File: config.mk
export PLATFORM = sky130hd
export DESIGN_NAME = vending_machine_pn
export DESIGN_NICKNAME = d
export VERILOG_FILES = /design/src/rtl/vending_machine_pn.sv
export SDC_FILE = /design/constraint.sdc
export NUM_CORES = 1
export LEC_CHECK = 0
export BUFFER_PORTS_ARGS = -buffer_cell sky130_fd_sc_hd__buf_2
export CAP_MARGIN = 20
export CORE_MARGIN = 5
export CORE_UTILIZATION = 53
export DETAILED_ROUTE_END_ITERATION = 7
export GPL_ROUTABILITY_DRIVEN = 1
export PLACE_DENSITY = 0.79
export SLEW_MARGIN = 25
export SYNTH_ARGS = -nofsm -noshare
export SYNTH_HDL_FRONTEND = slang
export SYNTH_SLANG_ARGS = --single-unit
File: constraint.sdc
create_clock -name clk -period 2.8 [get_ports clk]
set_input_delay 0.14 -clock clk [delete_from_list [all_inputs] [get_ports clk]]
set_output_delay 0.14 -clock clk [all_outputs]
set_load 0.02 [all_outputs]
File: src/rtl/vending_machine_pn.sv
`default_nettype none
// ---------------------------------------------------------------------------
// vending_machine_pn : parametrised vending controller, half-unit credit,
// sell/ack handshake, encoded change and cancel/timeout refund.  Rev 1.0
// ---------------------------------------------------------------------------
module vending_machine_pn #(
  parameter int PRICE    = 3,
  parameter int CREDIT_W = 4,
  parameter int TIMEOUT  = 16,
  parameter int COUNT_W  = 8
) (
  input  logic                clk,
  input  logic                rst,
  input  logic [1:0]          coin,
  input  logic                cancel,
  input  logic                vend_ack,
  output logic                sell,
  output logic [CREDIT_W-1:0] change,
  output logic                change_vld,
  output logic                coin_reject,
  output logic [CREDIT_W-1:0] credit,
  output logic [COUNT_W-1:0]  sold_cnt
);

  localparam int TMO_W = (TIMEOUT < 2) ? 1 : $clog2(TIMEOUT);
  localparam logic [TMO_W-1:0]  TMO_LAST = TMO_W'(TIMEOUT - 1);
  localparam logic [CREDIT_W:0] PRICE_X  = (CREDIT_W + 1)'(PRICE);

  typedef enum logic [1:0] {
    ST_IDLE    = 2'd0,
    ST_COLLECT = 2'd1,
    ST_VEND    = 2'd2
  } state_t;

  state_t              state_q, state_d;
  logic [CREDIT_W-1:0] credit_q, credit_d;
  logic [CREDIT_W-1:0] change_q, change_d;
  logic                change_vld_q, change_vld_d;
  logic                coin_reject_q, coin_reject_d;
  logic                sell_q, sell_d;
  logic [COUNT_W-1:0]  sold_cnt_q, sold_cnt_d;
  logic [TMO_W-1:0]    tmo_q, tmo_d;

  logic [CREDIT_W:0]   coin_val;
  logic [CREDIT_W:0]   sum;

  always_ff @(posedge clk) begin
    if (rst) begin
      state_q       <= ST_IDLE;
      credit_q      <= '0;
      change_q      <= '0;
      change_vld_q  <= 1'b0;
      coin_reject_q <= 1'b0;
      sell_q        <= 1'b0;
      sold_cnt_q    <= '0;
      tmo_q         <= '0;
    end else begin
      state_q       <= state_d;
      credit_q      <= credit_d;
      change_q      <= change_d;
      change_vld_q  <= change_vld_d;
      coin_reject_q <= coin_reject_d;
      sell_q        <= sell_d;
      sold_cnt_q    <= sold_cnt_d;
      tmo_q         <= tmo_d;
    end
  end

  always_comb begin
    coin_val = '0;
    case (coin)
      2'b01:   coin_val = (CREDIT_W + 1)'(1);
      2'b10:   coin_val = (CREDIT_W + 1)'(2);
      2'b11:   coin_val = (CREDIT_W + 1)'(4);
      default: coin_val = '0;
    endcase
    // One spare bit keeps credit+coin from wrapping before the price compare.
    sum = {1'b0, credit_q} + coin_val;
  end

  always_comb begin
    state_d       = state_q;
    credit_d      = credit_q;
    change_d      = '0;
    change_vld_d  = 1'b0;
    coin_reject_d = 1'b0;
    sold_cnt_d    = sold_cnt_q;
    tmo_d         = tmo_q;

    case (state_q)
      ST_IDLE, ST_COLLECT: begin
        if (cancel) begin
          coin_reject_d = (coin != 2'b00);
          if (state_q == ST_COLLECT) begin
            change_d     = credit_q;
            change_vld_d = (credit_q != '0);
            credit_d     = '0;
            tmo_d        = '0;
            state_d      = ST_IDLE;
          end
        end else if (coin != 2'b00) begin
          tmo_d = '0;
          if (sum >= PRICE_X) begin
            state_d      = ST_VEND;
            credit_d     = '0;
            sold_cnt_d   = sold_cnt_q + COUNT_W'(1);
            change_d     = CREDIT_W'(sum - PRICE_X);
            change_vld_d = (sum != PRICE_X);
          end else begin
            state_d  = ST_COLLECT;
            credit_d = sum[CREDIT_W-1:0];
          end
        end else if (state_q == ST_COLLECT && TIMEOUT != 0) begin
          // Idle cycle: the TIMEOUT-th consecutive one refunds like a cancel.
          if (tmo_q == TMO_LAST) begin
            change_d     = credit_q;
            change_vld_d = (credit_q != '0);
            credit_d     = '0;
            tmo_d        = '0;
            state_d      = ST_IDLE;
          end else begin
            tmo_d = tmo_q + TMO_W'(1);
          end
        end
      end
      ST_VEND: begin
        coin_reject_d = (coin != 2'b00);
        if (vend_ack) begin
          state_d = ST_IDLE;
        end
      end
      default: begin
        state_d  = ST_IDLE;
        credit_d = '0;
        tmo_d    = '0;
      end
    endcase

    sell_d = (state_d == ST_VEND);
  end

  assign sell        = sell_q;
  assign change      = change_q;
  assign change_vld  = change_vld_q;
  assign coin_reject = coin_reject_q;
  assign credit      = credit_q;
  assign sold_cnt    = sold_cnt_q;

endmodule
`default_nettype wire
# == After elaboration in Yosys (flattened, before gate mapping) ==
# Index checks and enable logic that the tools add are counted.
# totals
in_bits,6
output_inout_bits,19
regBits,25
# classes
eq_ne,11
n_bitwise,3
n_lt_le_gt_ge,1
add_sub_neg,4
n_mux,35
n_reduce_logical,8
# ops
operator,count
$mux W4,16
$pmux W4 S2,2
$mux W2,7
$pmux W3 S3,1
$add A8 B1 Y8 const B,1
$eq A2 B2 Y1 const B,4
$reduce_and A4 Y1,2
$mux W1,7
$ne A3 B3 Y1 const B,2
$add A4 B3 Y5,1
$ge A5 B2 Y1 const B,1
$ne A5 B2 Y1 const B,1
$add A4 B1 Y4 const B,1
$eq A2 B1 Y1 const B,2
$eq A4 B4 Y1 const B,1
$ne A4 B4 Y1 const B,1
$pmux W2 S2,1
$reduce_bool A4 Y1,1
$reduce_or A2 Y1,2
$sub A4 B2 Y4 const B,1
$not A1 Y1,3
$reduce_and A3 Y1,1
$logic_not A2 Y1,1
$pmux W1 S2,1
$reduce_bool A2 Y1,1

# == Longest topological paths before layout ==
# Gate-level depths: netlist (run 1).
# logic_depth
ltp_word,9
depth_mapped,9
ltp_nobuf,9

# == Least setup slack after synthesis (run 1) ==
# OpenSTA, ideal clock, no wires.
# synth_timing
kind,flip-flop to flip-flop
from,"register credit_q[0], in the netlist credit[0]"
to,"register sold_cnt_q[3], in the netlist sold_cnt[3]"
path_stages_with_launch,9
slack_ns,0.233
required_time_ns,2.672
arrival_time_ns,2.439
path_cell_list,dfxtp_1 -> ha_1 -> fa_1 -> ha_1 -> a21oi_1 -> nand4_1 -> nand4_1 -> xor2_1 -> nor2_1
# synth_between
elab_chain_cells,3
# synth_rtl
item,line_no,text
start: declaration,36,"logic [CREDIT_W-1:0] credit_q, credit_d;"
start signal: assignment,59,credit_q <= credit_d;
$add A4 B3 Y5,78,"sum = {1'b0, credit_q} + coin_val;"
$ge A5 B2 Y1,103,if (sum >= PRICE_X) begin
$reduce_and A4 Y1 (no line),--,
end signal: assignment,64,sold_cnt_q <= sold_cnt_d;
end: declaration,41,"logic [COUNT_W-1:0] sold_cnt_q, sold_cnt_d;"
# No other way between the ends.
# A chain may end at the register's enable or synchronous reset.

# == Final worst setup path (run 1) ==
# layout_timing
from,"register credit_q[0], in the netlist credit[0]"
to,"register sold_cnt_q[5], in the netlist sold_cnt[5]"
# The elaborated chain is that of the path after synthesis.

==> flow_summary.toml, run 1 <==
[route]
via_per_inst = 6.181
vias = 1193
drc = 0
drt_iter0_drc = 38
wl_per_cell_um = 15.15
routed_wl_um = 2923
detail-route-antenna-nets = 0
dr.pass1.iters = 4

[power_and_ir_drop]
total_power_uw = 647.4
p_sw_share_pct = 28.81
intPower_uw = 460.9
cellLeakagePower_nw = 0.6072
combPwrFrac_pct = 16.6
vdd_ir_drop_max_mv = 0.3331
power.switching_uw = 186.5
power_density_nw_per_um2 = 440.7
seqPwrFrac_pct = 58.5
clock_power_share_pct = 24.9

[finish]
final_core_util_pct = 65.15
n_antenna_cell = 0
syn_to_final_growth_pct = 14.20
nNetsFinal = 179
drive_above_1_share_pct = 21.21
nFillCells = 205

[sta]
finalCriticalPeriod_ns = 2.660
setup_viol = 0
fmax_mhz = 375.9
min_period_over_period_pct = 95.02
fin_worst_skew_ns = 0.01220
tns_ns = 0
maxSlewViolCount = 0
relSlewSlack_pct = 49.25
worst_slew_pin_slew_ns = 0.7543
hold_viol = 0
holdWs_ns = 0.1233

[floorplan]
die_h_um = 59.27
core_um2 = 2255
die_area_um2 = 3512
die_x_um = 59.27
rows = 17
initial_core_util_pct = 57.05
num_io_pins = 25

[synthesis]
ys.flop_type = "dfxtp_1"
ys_ff_latch = 25
synthArstFlopShare_pct = 0
synth_fp_nets = 152
netlist_area_um2 = 1286
seq_area_frac_synth_pct = 38.91
avgSynthCellArea_um2 = 9.253
synth_edf_count = 0
yosys.cell_types.count = 41
synthCells = 139
yosys_warnings = 0

[place]
dp_hpwl_um = 2197
gp_congestion = 0.8690
port_buffers = 24

[global_route]
grt_pass1_vias = 1115
grt_usage_pct = 17.68
grt_pass1_wl_um = 4836
grt_max_degree = 22
grt_antenna_before_repair = 0
grt_overflow_total = 0

[cts]
clkSinkCount = 25
clockBufferDepth = 2
clk_latency_ns = 0.32
htreeDepth = 1
clk_pin_slew_ns = 0.14
root_buffer = "clkbuf_4"
cts_hold_buf = 0
cts_buffers = 3
cts_tree = "yes"

[status]
outcome = "finished, final reports clean"

[critical_path]
path_delay_family = "adder cells"
crit_chain = "ha_1, fa_1, ha_1, a21oi_2, a311oi_4, nand2_4, or3_1, a21oi_1"
cpPeakStageDelay_ns = 0.61
cp-start-kind = "flip-flop"
critPathRequiredTime_ns = 3.07
cp_slowest_cell = "fa_1"
end_kind = "flip-flop"
critPathMostFrequentCell = "ha_1"
critPathKind = "reg2reg"
critPathMaxFanout = 8
critical_path_arrival_ns = 2.93
path_buf_inv = 0
r2r_slack_ns = 0.14

[flow_run]
max_cap_viol_count = 0

[worst_hold_path]
min_path_type = "in2reg"
-- synthesized netlist by cell type, drive strengths merged, types with 2 or more instances --
cell     count  area, µm²
and2         7      43.79
nand3        5      25.02
nand4        7      43.79
xor2         6      52.55
o21bai       2      18.77
clkbuf       3      11.26
a21oi        9      45.04
dfxtp       25      500.5
nor3         7      35.03
ha           6      75.07
a2111oi      2      23.77
nor4         2      12.51
nor2b        4      25.02
a22o         2      17.52
or3          2      12.51
a22oi        3      22.52
a221oi       2      17.52
a31oi        2      12.51
o21ai        4      20.02
a211oi       2      15.01
xnor2        3      26.28
nand2        4      22.52
inv          3      11.26
nor2        12      47.55
nand2b       3      18.77
-- cells by family (layout without fill, tap and decap cells) --
| family | count (synthesis) | count (layout) | synth area share, % |
|---|---|---|---|
| AOI/OAI and AO/OA | 34 | 34 | 20.23 |
| xor gates and xnor gates | 9 | 9 | 6.129 |
| adders and majority gates | 7 | 7 | 7.393 |
| buffers and inverters | 6 | 32 | 1.751 |
| DFF | 25 | 25 | 38.91 |
| muxes | 1 | 1 | 0.7782 |
| and+or+nand+nor | 57 | 57 | 24.80 |
-- through the flow --
| step | std cells | area (µm²) | setup WS (ns) |
|---|---|---|---|
| after floorplan | 139 | 1286 | 0.2332 |
| after global placement | 189 | 1438 | 0.1777 |
| after detailed placement | 189 | 1438 | 0.09052 |
| after CTS | 193 | 1465 | 0.1700 |
| after global routing | 193 | 1469 | -0.04199 |
| final | 193 | 1469 | 0.1396 |
-- worst register-to-register path, stage by stage, from the launching register on --
cell and delay [ns]:
dfxtp_1 0.34, ha_1 0.25, fa_1 0.61, ha_1 0.26, a21oi_2 0.09, a311oi_4 0.43
nand2_4 0.13, or3_1 0.36, a21oi_1 0.14
-- routing by layer --
metal	share of wire (%)	vias up	global-route usage, %
li1	-	573	-
met1	45	548	22.75
met2	46	62	27.93
met3	7.5	10	4.575
met4	2.2	0	7.120
met5	0	-	0
-- path summary, 6_finish.rpt --
| path | startpoint | cells past startpoint | to |
|---|---|---|---|
| min | vend_ack | 3 | state_q[1] |
| max | credit[0] | 8 | sold_cnt[5] |
| min reg2reg | sold_cnt[1] | 2 | sold_cnt[1] |
| max reg2reg | credit[0] | 8 | sold_cnt[5] |
-- cell usage in the layout (no fill, tap or decap), types with 2 or more instances in the layout --
cell	n
a211oi_1	2
a21oi_1	8
a221oi_1	2
a22o_1	2
a22oi_1	3
a31oi_1	2
and2_1	7
buf_2	24
clkbuf_4	3
dfxtp_1	25
ha_1	6
inv_1	3
nand2_1	3
nand2b_1	3
nand3_1	5
nand4_1	7
nor2_1	11
nor2b_1	4
nor3_1	7
nor4_1	2
o21ai_0	4
or3_1	2
xnor2_1	3
xor2_1	6
-- repair_timing --
action / in CTS / in global routing
setup buffers: 0 / 0
gates resized for setup: 0 / 1
endpoints found under the setup margin: 0 / 3
-- registers in the layout (all words and copies together), names as in the netlist --
signal,flops
tmo_q,4
change_vld,1
state_q,2
credit,4
change,4
sold_cnt,8
coin_reject,1
sell,1
-- power groups by stage --
stage	clock [mW]	sequential, mW	combinational, mW
6_report	0.161	0.379	0.107
5_1_grt	0.182	0.381	0.118
4_1_cts	0.166	0.379	0.105
3_5_place_dp	0	0.387	0.104
3_3_place_gp	0	0.386	0.101
2_1_floorplan	0	0.393	0.0675
-- area by class of cell --
cell class                      instances  area (µm²)  area share [%]
Clock buffer                            3       22.52           1.533
Clock inverter                          1       5.005          0.3407
Inverter                                3       11.26          0.7666
Multi-Input combinational cell        108       767.0           52.21
Sequential cell                        25       500.5           34.07
Tap cell                               28       35.03           2.385
Timing Repair Buffer                   25       127.6           8.688
Note: power is estimated with default switching activity, not from simulation.
==> inputs of run 2 (changes only) <==
--- a/config.mk
+++ b/config.mk
@@ -12,6 +12,7 @@
 export DETAILED_ROUTE_END_ITERATION = 7
 export GPL_ROUTABILITY_DRIVEN = 1
 export PLACE_DENSITY = 0.79
+export RECOVER_POWER = 25
 export SLEW_MARGIN = 25
 export SYNTH_ARGS = -nofsm -noshare
 export SYNTH_HDL_FRONTEND = slang
==> run 2 against run 1 <==
Effect of this change: clock skew increased by 0.0013 ns; clock-buffer cell count stayed put; highest routed layer unchanged; sequential cell count stayed put; cell count unchanged; final area is 0.85% lower; critical path depth is the same.
==> flow_summary.toml, run 2 (synthesis results as in run 1) <==
[sta]
hold_viol = 0
min_period_over_period_pct = 94.85
setup_viol = 0
fin_worst_skew_ns = 0.01348
tns_ns = 0
holdWs_ns = 0.1216
fmax_mhz = 376.5
relSlewSlack_pct = 51.19
finalCriticalPeriod_ns = 2.656
worst_slew_pin_slew_ns = 0.7254
maxSlewViolCount = 0

[finish]
nNetsFinal = 179
syn_to_final_growth_pct = 13.23
final_common_cell = "dfxtp_1"
drive_above_1_share_pct = 15.15
final-seq-area_um2 = 500.5
nFillCells = 215
multiInputGateArea_um2 = 767.0
final_core_util_pct = 64.59
mostFrequentLayoutCells = "25 x dfxtp_1, 14 x buf_2, 11 x nor2_1"
n_antenna_cell = 0
largest_reg_flops = 8

[status]
outcome = "finished, final reports clean"

[floorplan]
core_um2 = 2255
die_h_um = 59.27
rows = 17
initial_core_util_pct = 57.05
die_area_um2 = 3512
num_io_pins = 25
die_x_um = 59.27

[route]
detail-route-antenna-nets = 0
dr.pass1.iters = 4
via_per_inst = 6.202
vias = 1197
drc = 0
wl_per_cell_um = 15.17
routed_wl_um = 2928
drt_iter0_drc = 38

[cts]
root_buffer = "clkbuf_4"
clkSinkCount = 25
cts_tree = "yes"
cts_hold_buf = 0
htreeDepth = 1
clk_pin_slew_ns = 0.14
cts_resized = 0
clk_latency_ns = 0.32
postCtsSetupBuffers = 0
cts_buffers = 3
clockBufferDepth = 2

[global_route]
grt_usage_pct = 17.68
grt_overflow_total = 0
grt_antenna_before_repair = 0
grt_pass1_wl_um = 4836
grt_pass1_vias = 1115
grt_max_degree = 22

[worst_hold_path]
min_path_type = "in2reg"
whs_path_depth = 3

[critical_path]
cp-start-kind = "flip-flop"
end_kind = "flip-flop"
critPathMaxFanout = 8
cpPeakStageDelay_ns = 0.61
critical_path_arrival_ns = 2.92
critPathKind = "reg2reg"
critPathRequiredTime_ns = 3.07
cp_slowest_cell = "fa_1"
r2r_cells = 8
crit_chain = "ha_1, fa_1, ha_1, a21oi_2, a311oi_4, nand2_4, or3_1, a21oi_1"
critPathMostFrequentCell = "ha_1"

[power_and_ir_drop]
vdd_ir_drop_max_mv = 0.3282
power_density_nw_per_um2 = 442.6
cellLeakagePower_nw = 0.5646

[place]
gp_congestion = 0.8690
port_buffers = 24
dp_hpwl_um = 2197

[flow_run]
max_cap_viol_count = 0
==> run 2: changes by cell type in the layout (fill, tap and decap cells not counted), sizes merged <==
cell and change:
buf -10, clkbuf +10
==> run 2: metal layers <==
layer | wire, µm | track usage [%]
met5 | 0 | 0
met4 | 68 | 7.120
met3 | 226 | 4.575
met2 | 1331 | 27.93
met1 | 1301 | 22.75
==> run 2: power breakdown <==
part	internal (mW)	total, mW	switching (mW)	leakage (nW)
Sequential	0.367	0.379	0.0120	0.203
Combinational	0.0392	0.106	0.0670	0.344
Clock	0.0535	0.159	0.106	0.0177
==> run 2: cell type report <==
type                       count  area share, %
clock inverter                 1         0.3436
tap                           28          2.405
multi-input combinational    108          52.66
inverter                       3         0.7732
sequential                    25          34.36
clock buffer                   3          1.546
timing repair buffer          25          7.904
==> run 2: critical path: cells and delay by family (launching register included) <==
kind	cells	cell delay, ns
adders and majority gates	3	1.12
AOI/OAI and AO/OA	3	0.66
and+or+nand+nor	2	0.49
DFF	1	0.34
==> run 2: final timing paths <==
path               start           to  slack [ns]
min             vend_ack   state_q[1]        0.12
min reg2reg  sold_cnt[1]  sold_cnt[1]        0.51
max reg2reg    credit[0]  sold_cnt[5]        0.14
max            credit[0]  sold_cnt[5]        0.14
==> run 2: stage by stage <==
stage                     instances  setup slack [ns]  power [mW]  area [µm²]
after detailed placement        189           0.09052      0.4909        1438
after global routing            193          -0.04199      0.6799        1456
after global placement          189            0.1777      0.4873        1438
after floorplan                 139            0.2332      0.4600        1286
final                           193            0.1443      0.6445        1456
after CTS                       193            0.1700      0.6501        1465
